**config.mk**
```make
export PLATFORM = sky130hd
export DESIGN_NAME = pc_fetch_unit
export DESIGN_NICKNAME = d
export VERILOG_FILES = /design/src/rtl/pc_fetch_unit.sv
export SDC_FILE = /design/constraint.sdc
export NUM_CORES = 1
export LEC_CHECK = 0
export ABC_AREA = 1
export CAP_MARGIN = 20
export CORE_MARGIN = 2
export CORE_UTILIZATION = 50
export DETAILED_ROUTE_END_ITERATION = 6
export GPL_ROUTABILITY_DRIVEN = 0
export PLACE_DENSITY = 0.93
export SKIP_CTS_REPAIR_TIMING = 1
export SLEW_MARGIN = 40
export SYNTH_ARGS = -nofsm -noshare
export SYNTH_HDL_FRONTEND = slang
export SYNTH_SLANG_ARGS = --single-unit
export TNS_END_PERCENT = 5
```
**constraint.sdc**
```tcl
create_clock -name clock -period 4.15 [get_ports clock]
set_input_delay 0.83 -clock clock [delete_from_list [all_inputs] [get_ports clock]]
set_output_delay 0.83 -clock clock [all_outputs]
set_load 0.02 [all_outputs]
```
**src/rtl/pc_fetch_unit.sv**
```systemverilog
// Program counter and instruction fetch stage: word-indexed PC, one registered
// instruction per cycle to decode, taken-branch redirect, sticky out-of-range halt.
//
// state | meaning
// ------+------------------------------------------------------------
// RUN   | fetching; honours branch, stall and out-of-range in that order
// HALT  | fetch ran past the end of instruction memory; frozen until reset
module pc_fetch_unit #(
    parameter int unsigned IMEM_WORDS = 64,
    parameter logic [31:0] RESET_PC   = 32'd0
) (
    input  logic        clock,
    input  logic        reset,
    input  logic        stall,
    input  logic        branch_taken,
    input  logic [31:0] branch_offset,
    output logic [31:0] imem_addr,
    input  logic [31:0] imem_data,
    output logic [31:0] instr,
    output logic [31:0] instr_pc,
    output logic        instr_valid,
    output logic        halted
);

    localparam logic [31:0] NOP   = 32'h0000_0013;
    localparam logic [31:0] LIMIT = 32'(IMEM_WORDS);

    typedef enum logic {
        RUN  = 1'b0,
        HALT = 1'b1
    } state_t;

    state_t      state_q, state_d;
    logic [31:0] pc_q, pc_d;
    logic [31:0] instr_q, instr_d;
    logic [31:0] instr_pc_q, instr_pc_d;
    logic        instr_valid_q, instr_valid_d;

    always_ff @(posedge clock or posedge reset) begin
        if (reset) begin
            state_q       <= RUN;
            pc_q          <= RESET_PC;
            instr_q       <= NOP;
            instr_pc_q    <= 32'd0;
            instr_valid_q <= 1'b0;
        end else begin
            state_q       <= state_d;
            pc_q          <= pc_d;
            instr_q       <= instr_d;
            instr_pc_q    <= instr_pc_d;
            instr_valid_q <= instr_valid_d;
        end
    end

    always_comb begin
        state_d       = state_q;
        pc_d          = pc_q;
        instr_d       = instr_q;
        instr_pc_d    = instr_pc_q;
        instr_valid_d = instr_valid_q;

        unique case (state_q)
            HALT: begin
                instr_valid_d = 1'b0;
            end
            RUN: begin
                // A branch only counts when it belongs to a real instruction.
                if (branch_taken && instr_valid_q) begin
                    pc_d          = instr_pc_q + branch_offset;
                    instr_d       = NOP;
                    instr_valid_d = 1'b0;
                end else if (stall) begin
                    pc_d          = pc_q;
                end else if (pc_q >= LIMIT) begin
                    state_d       = HALT;
                    instr_d       = NOP;
                    instr_valid_d = 1'b0;
                end else begin
                    instr_d       = imem_data;
                    instr_pc_d    = pc_q;
                    instr_valid_d = 1'b1;
                    pc_d          = pc_q + 32'd1;
                end
            end
            default: begin
                state_d = HALT;
            end
        endcase
    end

    assign imem_addr   = pc_q;
    assign instr       = instr_q;
    assign instr_pc    = instr_pc_q;
    assign instr_valid = instr_valid_q;
    assign halted      = (state_q == HALT);

endmodule

```
==> flow_summary.ini, run 1 <==
[logic_synthesis]
synth_common_cells = nand2_1 (345), inv_1 (164), dfrtp_1 (95)
synth_enable_flop_cells = 0
yosys_warnings = 0
synth_area_leaders = dfrtp_1 (38%), nand2_1 (21%), inv_1 (9.8%)
netlist_instances = 939
synthArstFlopShare = 1.00
syn_nets = 1041
ys_types = 34
synth_area_sq_um = 6260
yosysSeqAreaShare = 0.393
yosysMostFrequentCell = nand2_1
avgSynthCellArea_sq_um = 6.66
synth_seq_cells = 98
synth-main-ff-cell = dfrtp_1
yosys.area.top_type = dfrtp_1
synth_top_cell_area_share = 0.380

[timing]
maxSlewViolCount = 0
period_share = 0.656
tightest_slew_ps = 734
slew_headroom = 0.510
rsz0062_at_grt = false
finalSetupTns_ps = 0
finalClockSkew_ps = 9.36
setup_viol = 0
clock.fmax_mhz = 367
min_period_ps = 2720
hold_slack_ps = 483
hold_viol = 0

[clock_tree]
clock_path_buffers = 2
clock_sinks = 98
path_clk_slew_ps = 70
clock_latency_ps = 360
cts_tree = done
cts_buffers = 9
cts-root-buf = clkbuf_16
htreeDepth = 3

[critical_path]
r2r_setup_slack_ps = 1900
crit_path_end_kind = flop
cp.required_ps = 4400
worst-setup-path-type = input port to flop
worst_ep_arrival_time_ps = 2970
cp-start-kind = input port
worstPathMaxFanout = 4

[route]
drc = 0
dr.pass1.iters = 6
postRouteAntennaNets = 0
wl_per_cell_microns = 14.1
vias = 6498
totalWireLength_microns = 17900
vias_per_cell = 5.11
drt_iter0_markers = 523

[place]
dpl_cell_area_sq_um = 8050
port_buffers = 165
dpl.cell_count = 1256
dp_hpwl_microns = 13400

[final_layout]
final_area_sq_um = 8350
n_fill_cell = 1021
fin_cells = 1272
drive_gt1_frac = 0.0308
diodes = 0
area_growth_pct = 33.5
nets = 1201

[floorplanning]
io_pins = 166
start_util = 0.517
rows = 40
die_w_microns = 116
die_area_sq_um = 13400
core-area_sq_um = 12100
dieHeight_microns = 116

[global_routing]
antenna_found_initial = 0
grt_pass1_wl_microns = 28800
first_global_vias = 6091
grt_usage = 0.273
overflow = 0
grt_max_degree = 60

[outcome]
status = finished, final reports clean

[power]
powerDensity_nw_per_um2 = 262
p_leak_nw = 4.65
ir_drop_v = 0.000150

[worst_hold_path]
hold_class = flop to flop

[job]
cap_violations = 0
metal layers:
layer,vias to the layer above,track usage,wire length (microns)
met3,68,0.0471,1230
met4,0,0.134,698
met1,2951,0.346,7320
met5,-,0,0
li1,3198,-,-
met2,281,0.454,8630
area by class of cell:
cell class              count  area (sq um)  area share
clock buffers               9           225      0.0270
multi-input cells         652          3060       0.366
clock inverters             7          73.8     0.00884
well taps                 168           210      0.0252
inverters                 167           632      0.0757
flip-flops and latches     98          2460       0.294
repair buffers            171          1700       0.203
placed cells by master, fill, tap and decap left out, types with 2 or more instances in the layout:
cell type        synthesis  routed
inv_4                    1       2
clkbuf_16                0       9
o21a_1                   2       2
clkdlybuf4s50_1          0     165
xor2_1                   4       4
dfstp_2                  3       3
o21bai_1                 3       3
nand2_1                345     345
clkinv_2                 0       3
dfrtp_1                 95      95
inv_6                    0       2
nand3_1                 72      72
nand3b_1                 2       2
inv_2                    2       2
ha_1                    33      33
nor2_1                  88      88
nor3_1                   5       5
a21oi_1                 52      52
nor2_4                   2       2
nand4_1                  3       3
o21ai_0                 28      28
inv_1                  164     163
o21ai_1                  2       2
buf_4                    2       6
a31oi_1                  2       2
worst paths after layout:
check,startpoint,end,cells past startpoint
min,instr[22]$_DFFE_PP0P_,instr[22]$_DFFE_PP0P_,2
min reg2reg,instr[22]$_DFFE_PP0P_,instr[22]$_DFFE_PP0P_,2
max,branch_offset[0],imem_addr[20]$_DFFE_PP0P_,15
min in group asynchronous,reset,instr_pc[31]$_DFFE_PP0P_,2
max in group asynchronous,reset,instr[0]$_DFFE_PP1P_,3
max reg2reg,instr_valid$_DFFE_PP0P_,instr[4]$_DFFE_PP1P_,10
report_power, final:
| part | internal, mW | total (mW) | switching [mW] |
|---|---|---|---|
| Sequential | 0.988 | 1.02 | 0.0284 |
| Clock | 0.473 | 0.862 | 0.389 |
| Combinational | 0.152 | 0.314 | 0.162 |
worst max-delay path, cell delays in order:
cell	delay, ps
clkdlybuf4s50_1	420
ha_1	260
fa_1	390
nand2_1	100
nand3_1	110
nand3_1	110
nand2_1	130
nand2_1	80
nand2_1	100
nand2_1	100
nand2_1	50
nand2_1	80
nand3_1	80
nand2_1	80
nand2_1	50
through the flow:
stage                     worst slack [ps]  total power, mW  utilization
after global placement                1210             1.34        0.665
after floorplan                        763             1.17            -
after detailed placement              1140             1.35        0.665
after global routing                  1210             2.27        0.690
after CTS                             1440             2.20        0.690
final                                 1430             2.19        0.690
cell families (layout without fill, tap and decap cells):
logic type,count (synthesis),after routing,synth area share
AOI/OAI and AO/OA,92,92,0.0776
xor gates and xnor gates,5,5,0.00700
adders and majority gates,34,34,0.0692
buffers and inverters,189,354,0.119
DFF,98,98,0.393
and+or+nand+nor,521,521,0.335
registers in the layout, indices dropped and copies added, names as in the netlist:
signal	flops
instr_pc	32
instr_valid	1
imem_addr	32
halted	1
instr	32
(Power assumes the default switching activity.)
==> run 2: changes to the inputs <==
==> constraint.sdc (replaced) <==
create_clock -name clock -period 2.85 [get_ports clock]
set_input_delay 0.57 -clock clock [delete_from_list [all_inputs] [get_ports clock]]
set_output_delay 0.57 -clock clock [all_outputs]
set_load 0.02 [all_outputs]
==> run 2 against run 1 <==
Compared with the run above: clock skew shrank 3.2 ps; die area unchanged; total power is 48% higher; wire length fell by 0.45%; critical endpoint is now imem_addr[30]$_DFFE_PP0P_; largest power group unchanged; highest routed layer unchanged.
==> flow_summary.ini, run 2 (synthesized netlist as in run 1, its figures left out) <==
[outcome]
status = finished, final reports clean

[power]
p_clk_frac = 0.402
powerDensity_nw_per_um2 = 386
total_power_mw = 3.24
ir_drop_v = 0.000494
p_leak_nw = 4.65
seqPwrFrac = 0.457
switching_share = 0.266
power_frac_comb = 0.141
p_sw_mw = 0.860
p_int_mw = 2.38

[clock_tree]
cts_tree = done
cts-root-buf = clkbuf_16
clock_sinks = 98
path_clk_slew_ps = 70
cts_buffers = 9
clock_latency_ps = 360
clock_path_buffers = 2
htreeDepth = 3

[route]
vias = 6501
drt_iter0_markers = 500
drc = 0
dr.pass1.iters = 6
totalWireLength_microns = 17800
postRouteAntennaNets = 0
vias_per_cell = 5.10
wl_per_cell_microns = 14.0

[critical_path]
r2r-start = instr_pc[0]$_DFFE_PP0P_
cp-start-kind = input port
worst_ep_arrival_time_ps = 2710
r2r_end = imem_addr[30]$_DFFE_PP0P_
worst-setup-path-type = input port to flop
ff2ff_path_depth = 13
worstPathMaxFanout = 4
cp.required_ps = 3130
crit_path_end_kind = flop
r2r_setup_slack_ps = 650

[global_routing]
use_met1 = 0.335
first_global_vias = 6077
busiest_layer = met2
grt_max_degree = 61
grt_usage = 0.270
antenna_found_initial = 0
overflow = 0
grt_util_met2 = 0.453
gr-usage-met3 = 0.0727
grt_pass1_wl_microns = 28500

[final_layout]
regArea_sq_um = 2460
multi_input_area_sq_um = 3060
n_fill_cell = 1034
area_growth_pct = 34.0
nets = 1203
layout_common_cells = nand2_1 (345), clkdlybuf4s50_1 (165), inv_1 (163), dfrtp_1 (95), nor2_1 (88)
final_common_cell = nand2_1
drive_gt1_frac = 0.0325
final_area_sq_um = 8390
diodes = 0

[timing]
finalClockSkew_ps = 6.17
hold_viol = 0
rsz0062_at_grt = false
finalSetupTns_ps = 0
tightest_slew_ps = 562
clock.fmax_mhz = 411
period_share = 0.853
setup_viol = 0
maxSlewViolCount = 0
min_period_ps = 2430
slew_headroom = 0.625

[floorplanning]
start_util = 0.517
io_pins = 166
dieHeight_microns = 116
rows = 40
die_w_microns = 116
core-area_sq_um = 12100
die_area_sq_um = 13400

[worst_hold_path]
min-delay-start = instr[29]$_DFFE_PP0P_
holdPathStages = 2
hold_class = flop to flop
hold_end = instr[29]$_DFFE_PP0P_

[place]
dp_hpwl_microns = 13500
port_buffers = 165
dpl_cell_area_sq_um = 8070

[job]
cap_violations = 0
-- run 2: cell count changes in the layout (fill, tap and decap cells not counted), sizes merged --
cell | before | now
clkinv | 3 | 1
clkbuf | 9 | 10
inv | 170 | 168
clkinvlp | 0 | 3
buf | 6 | 8
-- run 2: cell type report --
class	instances	share of cell area
tap	168	0.0251
clock inverter	6	0.00880
sequential	98	0.293
multi-input combinational	652	0.365
timing repair buffer	173	0.205
clock buffer	10	0.0285
inverter	167	0.0755
-- run 2: critical path, cell delays in order --
cell and delay (ps):
clkdlybuf4s50_1 420, ha_1 270, fa_1 400, nand2_1 100
nand3_1 110, nand3_1 100, nand2_1 100, nand2_1 80
nand2_1 130, nand2_1 110, nand2_1 50, nand2_1 60
nand3_1 60, a21oi_1 160
-- run 2: worst max path at each step --
stage	startpoint	end	depth (start not counted)
floorplan	branch_offset[0]	imem_addr[28]$_DFFE_PP0P_	14
global placement	branch_offset[0]	imem_addr[28]$_DFFE_PP0P_	15
detailed placement	branch_offset[0]	imem_addr[22]$_DFFE_PP0P_	14
CTS	branch_offset[0]	imem_addr[30]$_DFFE_PP0P_	14
global route	branch_offset[0]	imem_addr[28]$_DFFE_PP0P_	15
finish	branch_offset[0]	imem_addr[30]$_DFFE_PP0P_	14
-- run 2: power by group through the flow --
stage / Clock [mW] / Sequential, mW / Combinational [mW]
floorplan: 0 / 1.55 / 0.152
global placement: 0 / 1.50 / 0.445
detailed placement: 0 / 1.50 / 0.454
CTS: 1.31 / 1.48 / 0.457
global route: 1.37 / 1.48 / 0.496
finish: 1.30 / 1.48 / 0.455
-- run 2: metrics by stage --
step,hold WS (ps),util,cells,setup WS [ps]
2_1_floorplan,575,-,939,750
3_3_place_gp,461,0.666,1258,148
3_5_place_dp,464,0.666,1258,79.1
4_1_cts,482,0.692,1274,451
5_1_grt,493,0.692,1274,251
6_report,479,0.692,1274,419
-- run 2: per-layer routing --
metal | vias to the layer above | part of all wire
met3 | 50 | 0.069
met4 | 0 | 0.033
met1 | 2997 | 0.41
met5 | - | 0
li1 | 3203 | -
met2 | 251 | 0.48
==> run 3: changes to the inputs <==
--- a/config.mk
+++ b/config.mk
@@ -8,10 +8,10 @@
 export ABC_AREA = 1
 export CAP_MARGIN = 20
 export CORE_MARGIN = 2
-export CORE_UTILIZATION = 50
+export CORE_UTILIZATION = 30
 export DETAILED_ROUTE_END_ITERATION = 6
 export GPL_ROUTABILITY_DRIVEN = 0
-export PLACE_DENSITY = 0.93
+export PLACE_DENSITY = 0.65
 export SKIP_CTS_REPAIR_TIMING = 1
 export SLEW_MARGIN = 40
 export SYNTH_ARGS = -nofsm -noshare
==> constraint.sdc (replaced) <==
create_clock -name clock -period 2.85 [get_ports clock]
set_input_delay 0.57 -clock clock [delete_from_list [all_inputs] [get_ports clock]]
set_output_delay 0.57 -clock clock [all_outputs]
set_load 0.05 [all_outputs]
==> run 3 against run 2 <==
Compared with the run above: clock skew rose by 5.4 ps; combinational power is 24% higher; final cell count is 8.0% higher; clock power fell by 5%; count of clock-buffer cells in the layout decreased by 1; fmax barely moved; critical path type unchanged.
==> flow_summary.ini, run 3 (synthesized netlist as in run 1, its figures left out) <==
[outcome]
status = finished, final reports clean

[clock_tree]
cts-root-buf = clkbuf_16
clock_path_buffers = 2
cts_buffers = 9
clock_latency_ps = 360
clock_sinks = 98
cts_tree = done
path_clk_slew_ps = 70
htreeDepth = 3

[floorplanning]
die_w_microns = 148
start_util = 0.307
core-area_sq_um = 20400
io_pins = 166
rows = 52
die_area_sq_um = 22000
dieHeight_microns = 148

[route]
drc = 0
vias = 6184
drt_iter0_markers = 334
wl_per_cell_microns = 13.6
dr.pass1.iters = 5
vias_per_cell = 4.49
postRouteAntennaNets = 0
totalWireLength_microns = 18800

[critical_path]
worst_ep_arrival_time_ps = 2710
cp.required_ps = 3130
worstPathMaxFanout = 4
r2r-start = instr_pc[0]$_DFFE_PP0P_
startpoint = branch_offset[0]
cp-start-kind = input port
worst-setup-path-type = input port to flop
crit_path_end_kind = flop
r2r_setup_slack_ps = 660

[timing]
period_share = 0.852
hold_viol = 0
clock.fmax_mhz = 412
min_period_ps = 2430
slew_headroom = 0.605
hold_slack_ps = 479
finalSetupTns_ps = 0
finalClockSkew_ps = 11.6
rsz0062_at_grt = false
maxSlewViolCount = 0
tightest_slew_ps = 591
setup_viol = 0

[worst_hold_path]
hold_class = flop to flop
min-delay-start = instr[20]$_DFFE_PP0P_

[global_routing]
grt_util_met2 = 0.294
grt_usage = 0.172
grt_pass1_wl_microns = 30200
busiest_layer = met2
first_global_vias = 5895
gr-usage-met3 = 0.0310
antenna_found_initial = 0
use_met1 = 0.228
overflow = 0
grt_max_degree = 99

[final_layout]
final_area_sq_um = 8490
area_growth_pct = 35.7
n_fill_cell = 2107
final_core_util = 0.417
drive_gt1_frac = 0.0325
diodes = 0
nets = 1203
final_common_cell = nand2_1
layout_common_cells = nand2_1 (345), clkdlybuf4s50_1 (165), inv_1 (163), dfrtp_1 (95), nor2_1 (88)

[power]
ir_drop_v = 0.000254
p_leak_nw = 4.65
powerDensity_nw_per_um2 = 385
total_power_mw = 3.27

[place]
dpl_cell_area_sq_um = 8210
dp_hpwl_microns = 14300
port_buffers = 165

[job]
cap_violations = 0
-- run 3: per-stage QoR --
stage / setup WS, ps / instances
floorplan: 672 / 939
global placement: 105 / 1360
detailed placement: 52.4 / 1360
CTS: 431 / 1376
global route: 193 / 1376
finish: 421 / 1376
-- run 3: where the power goes --
part	internal (mW)	leakage, nW	switching (mW)
logic	0.221	3.23	0.346
clock network	0.610	0.140	0.619
registers	1.44	1.27	0.0383
-- run 3: metal layers --
metal | wire length (microns) | vias to the layer above | part of all wire
met5 | 0 | - | 0
met4 | 250 | 0 | 0.013
met3 | 1150 | 16 | 0.061
met2 | 8920 | 166 | 0.48
met1 | 8440 | 2800 | 0.45
li1 | - | 3202 | -
-- run 3: final cells by class --
type,instances,area (sq um),share of cell area
clock buffers,9,225,0.0265
clock inverters,7,57.6,0.00678
multi-input cells,652,3060,0.360
flip-flops and latches,98,2460,0.289
well taps,270,338,0.0398
repair buffers,173,1720,0.203
inverters,167,633,0.0746
-- run 3: path summary, 6_finish.rpt --
kind / to / cells past startpoint
max in group asynchronous: instr_pc[7]$_DFFE_PP0P_ / 3
max: imem_addr[16]$_DFFE_PP0P_ / 12
min in group asynchronous: instr_pc[31]$_DFFE_PP0P_ / 3
min reg2reg: instr[20]$_DFFE_PP0P_ / 2
min: instr[20]$_DFFE_PP0P_ / 2
max reg2reg: imem_addr[16]$_DFFE_PP0P_ / 11
-- run 3: worst max-delay path, cell delays in order --
cell and delay (ps):
clkdlybuf4s50_1 410, ha_1 270, fa_1 400, nand2_1 90, nand3_1 110, nand3_1 90
nand2_1 120, a21oi_1 240, inv_1 90, nand2_1 90, nand3_1 90, a21oi_1 140
==> edit (config.mk and constraints of run 1) <==
Add an input register stage for `branch_offset`, cleared by the reset; this delays it by one clock. The other inputs are not delayed to match.
--- a/src/rtl/pc_fetch_unit.sv
+++ b/src/rtl/pc_fetch_unit.sv
@@ -31,2 +31,12 @@
     } state_t;
+
+    logic [31:0] branch_offset_q;
+
+    always_ff @(posedge clock or posedge reset) begin
+        if (reset) begin
+            branch_offset_q <= '0;
+        end else begin
+            branch_offset_q <= branch_offset;
+        end
+    end
 
@@ -68,3 +78,3 @@
                 if (branch_taken && instr_valid_q) begin
-                    pc_d          = instr_pc_q + branch_offset;
+                    pc_d          = instr_pc_q + branch_offset_q;
                     instr_d       = NOP;
Check against the original RTL: not equivalent (Yosys sat finds a counterexample within 4 cycles, from zero or initial values and one cycle with reset high).
==> edit against run 1 <==
- the flow now finishes with violations (design-rule violations)
- register-to-register slack got worse by 0.26 ns
- sequential cell count is 32 higher
- count of clock-buffer cells in the layout up 12
- largest power group is now clock
- cell area is 14% higher
- worst setup slack worse by 0.26 ns
- power increased by 51%
- global-route usage down 1.7 points
- critical path type unchanged
- critical endpoint is now instr[0]
- routed wire length rose by 4.3%
- synthesized area rose by 13%
==> edit: results (changes against run 1) <==
stage;metric;value;unit;change
timing;drv_slew;0;;unchanged
synthesis;ys_top_cells_by_count;nand2_1 (346), inv_1 (157), dfrtp_1 (127);;was nand2_1 (345), inv_1 (164), dfrtp_1 (95)
worst_setup_path;crit_fanout;33;;was 4
clock_tree;cts_buffer_depth;2;;unchanged
power;vdd_ir_drop_max;0.0003414;V;was 0.0001499 V
status;status;finished, violations left;;was finished clean
detailed_routing;vias;6713;;was 6498
synthesis;ys_async_sr_fraction;1.000;;unchanged
timing;worstMarginPinSlew;0.5689;ns;was 0.7345 ns
synthesis;syn-num-nets;1071;;was 1041
detailed_routing;routed_wl;18640;microns;was 17870 microns
worst_setup_path;critPathTopFamily;buffers and inverters;;was simple AND/OR/NAND/NOR gates
timing;fin_crit_sh;0.7192;;was 0.6558
grt;grt_pass1_vias;6515;;was 6091
worst_setup_path;r2r-end;instr[0];;was instr[4]
layout;drive_above_1_share;0.04359;;was 0.03080
worst_setup_path;crit-reg2reg-launch;instr_valid;;unchanged
clock_tree;path_clk_slew;0.06;ns;
clock_tree;cts_buffers;17;;was 9
placed_design;pre_cts_ws;0.8032;ns;was 1.137 ns
layout;nets;1237;;was 1201
worst_setup_path;max_stage_delay;0.49;ns;was 0.42 ns
clock_tree;htree_levels;4;;was 3
worst_setup_path;cp-endpoint;instr[0];;was imem_addr[20]
detailed_routing;drt-initial-drc-count;502;;was 523
hold_path;min_path_type;reg2reg;;unchanged
worst_setup_path;critPathSlowestCell;inv_2;;was clkdlybuf4s50_1
worst_setup_path;reg2reg_slack;1.64;ns;was 1.90 ns
synthesis;yosys-top-cells-area;dfrtp_1 (45%), nand2_1 (18%), inv_1 (8.3%), ha_1 (5.8%), nand3_1 (5.1%);;was dfrtp_1 (38%), nand2_1 (21%), inv_1 (9.8%), ha_1 (6.6%), nand3_1 (5.8%)
synthesis;synth_cell_types;35;;was 34
grt;grt_usage;0.2564;;was 0.2734
synthesis;seq_area_frac_synth;0.4598;;was 0.3925
worst_setup_path;worst_r2r_path_depth;10;;unchanged
clock_tree;insertion_delay;0.42;ns;was 0.36 ns
layout;diodes;0;;unchanged
power;power_leakage;0.005140;uW;was 0.004649 uW
clock_tree;clockRootBuffer;clkbuf_16;;unchanged
grt;grt_pass1_wl;29980;microns;was 28840 microns
layout;fillCellCount;1117;;was 1021
detailed_routing;post-route-drc-count;1;;was 0
placed_design;io_buffer_count;165;;unchanged
clock_tree;cts.sink_count;130;;was 98
worst_setup_path;critical_path_arrival;3.34;ns;was 2.97 ns
grt;grt_antenna_before_repair;0;;unchanged
grt;grt_max_degree;75;;was 60
timing;finClkSkew;0.01018;ns;was 0.009358 ns
worst_setup_path;cp-startpoint;branch_taken;;was branch_offset[0]
status;violations;design-rule violations;;
detailed_routing;dr.pass1.iters;7;;was 6
placed_design;hpwl;13420;microns;was 13430 microns
synthesis;ys_warn_count;0;;unchanged
edit: power breakdown:
group	total, uW	internal (uW)	switching, uW
registers	1350	1320	33.4
logic	314	152	162
clock network	1650	1110	541
edit: tightest hold or removal path, delay by kind of cell, from the launching register on:
kind / cells / cell delay [ns]
DFF: 1 / 0.34
and+or+nand+nor: 2 / 0.10
edit: kinds of logic (layout without fill, tap and decap cells):
family	Yosys count	after routing	synth area share
fa+ha+maj	34	34	0.06112
xor+xnor	6	6	0.007419
buf+inv	183	361	0.1042
compound gates	89	89	0.06571
flops	130	130	0.4598
simple gates	527	527	0.3017
edit: worst min-delay path by stage:
stage | from | to | cells past startpoint
after global routing | instr[15] | instr[15] | 2
after detailed placement | instr[13] | instr[13] | 2
final | instr[15] | instr[15] | 2
after global placement | instr[2] | instr[2] | 2
after floorplan | instr[0] | instr[0] | 2
after CTS | instr[13] | instr[13] | 2
edit: layout make-up:
class | count | area, sq um | area share
sequential | 130 | 3257 | 0.3416
multi-input combinational | 656 | 3095 | 0.3247
timing repair buffer | 169 | 1694 | 0.1777
clock inverter | 10 | 181.4 | 0.01903
clock buffer | 21 | 470.5 | 0.04934
inverter | 161 | 610.6 | 0.06404
tap | 180 | 225.2 | 0.02362
edit: per-stage QoR:
step	power (uW)	instances	cell area [sq um]	hold slack, ns
6_report	3314	1327	9534	0.4805
5_1_grt	3436	1327	9534	0.5025
2_1_floorplan	1512	969	7087	0.5527
4_1_cts	3336	1327	9527	0.4812
3_3_place_gp	1677	1296	8875	0.4628
3_5_place_dp	1683	1296	8875	0.4650
edit: per-layer routing:
metal	share of wire	vias to the layer above	wire, microns	GRT usage
li1	-	3316	-	-
met1	0.41	3076	7599	0.3127
met2	0.50	277	9277	0.4240
met3	0.066	44	1237	0.06550
met4	0.028	0	522	0.1250
met5	0	-	0	0
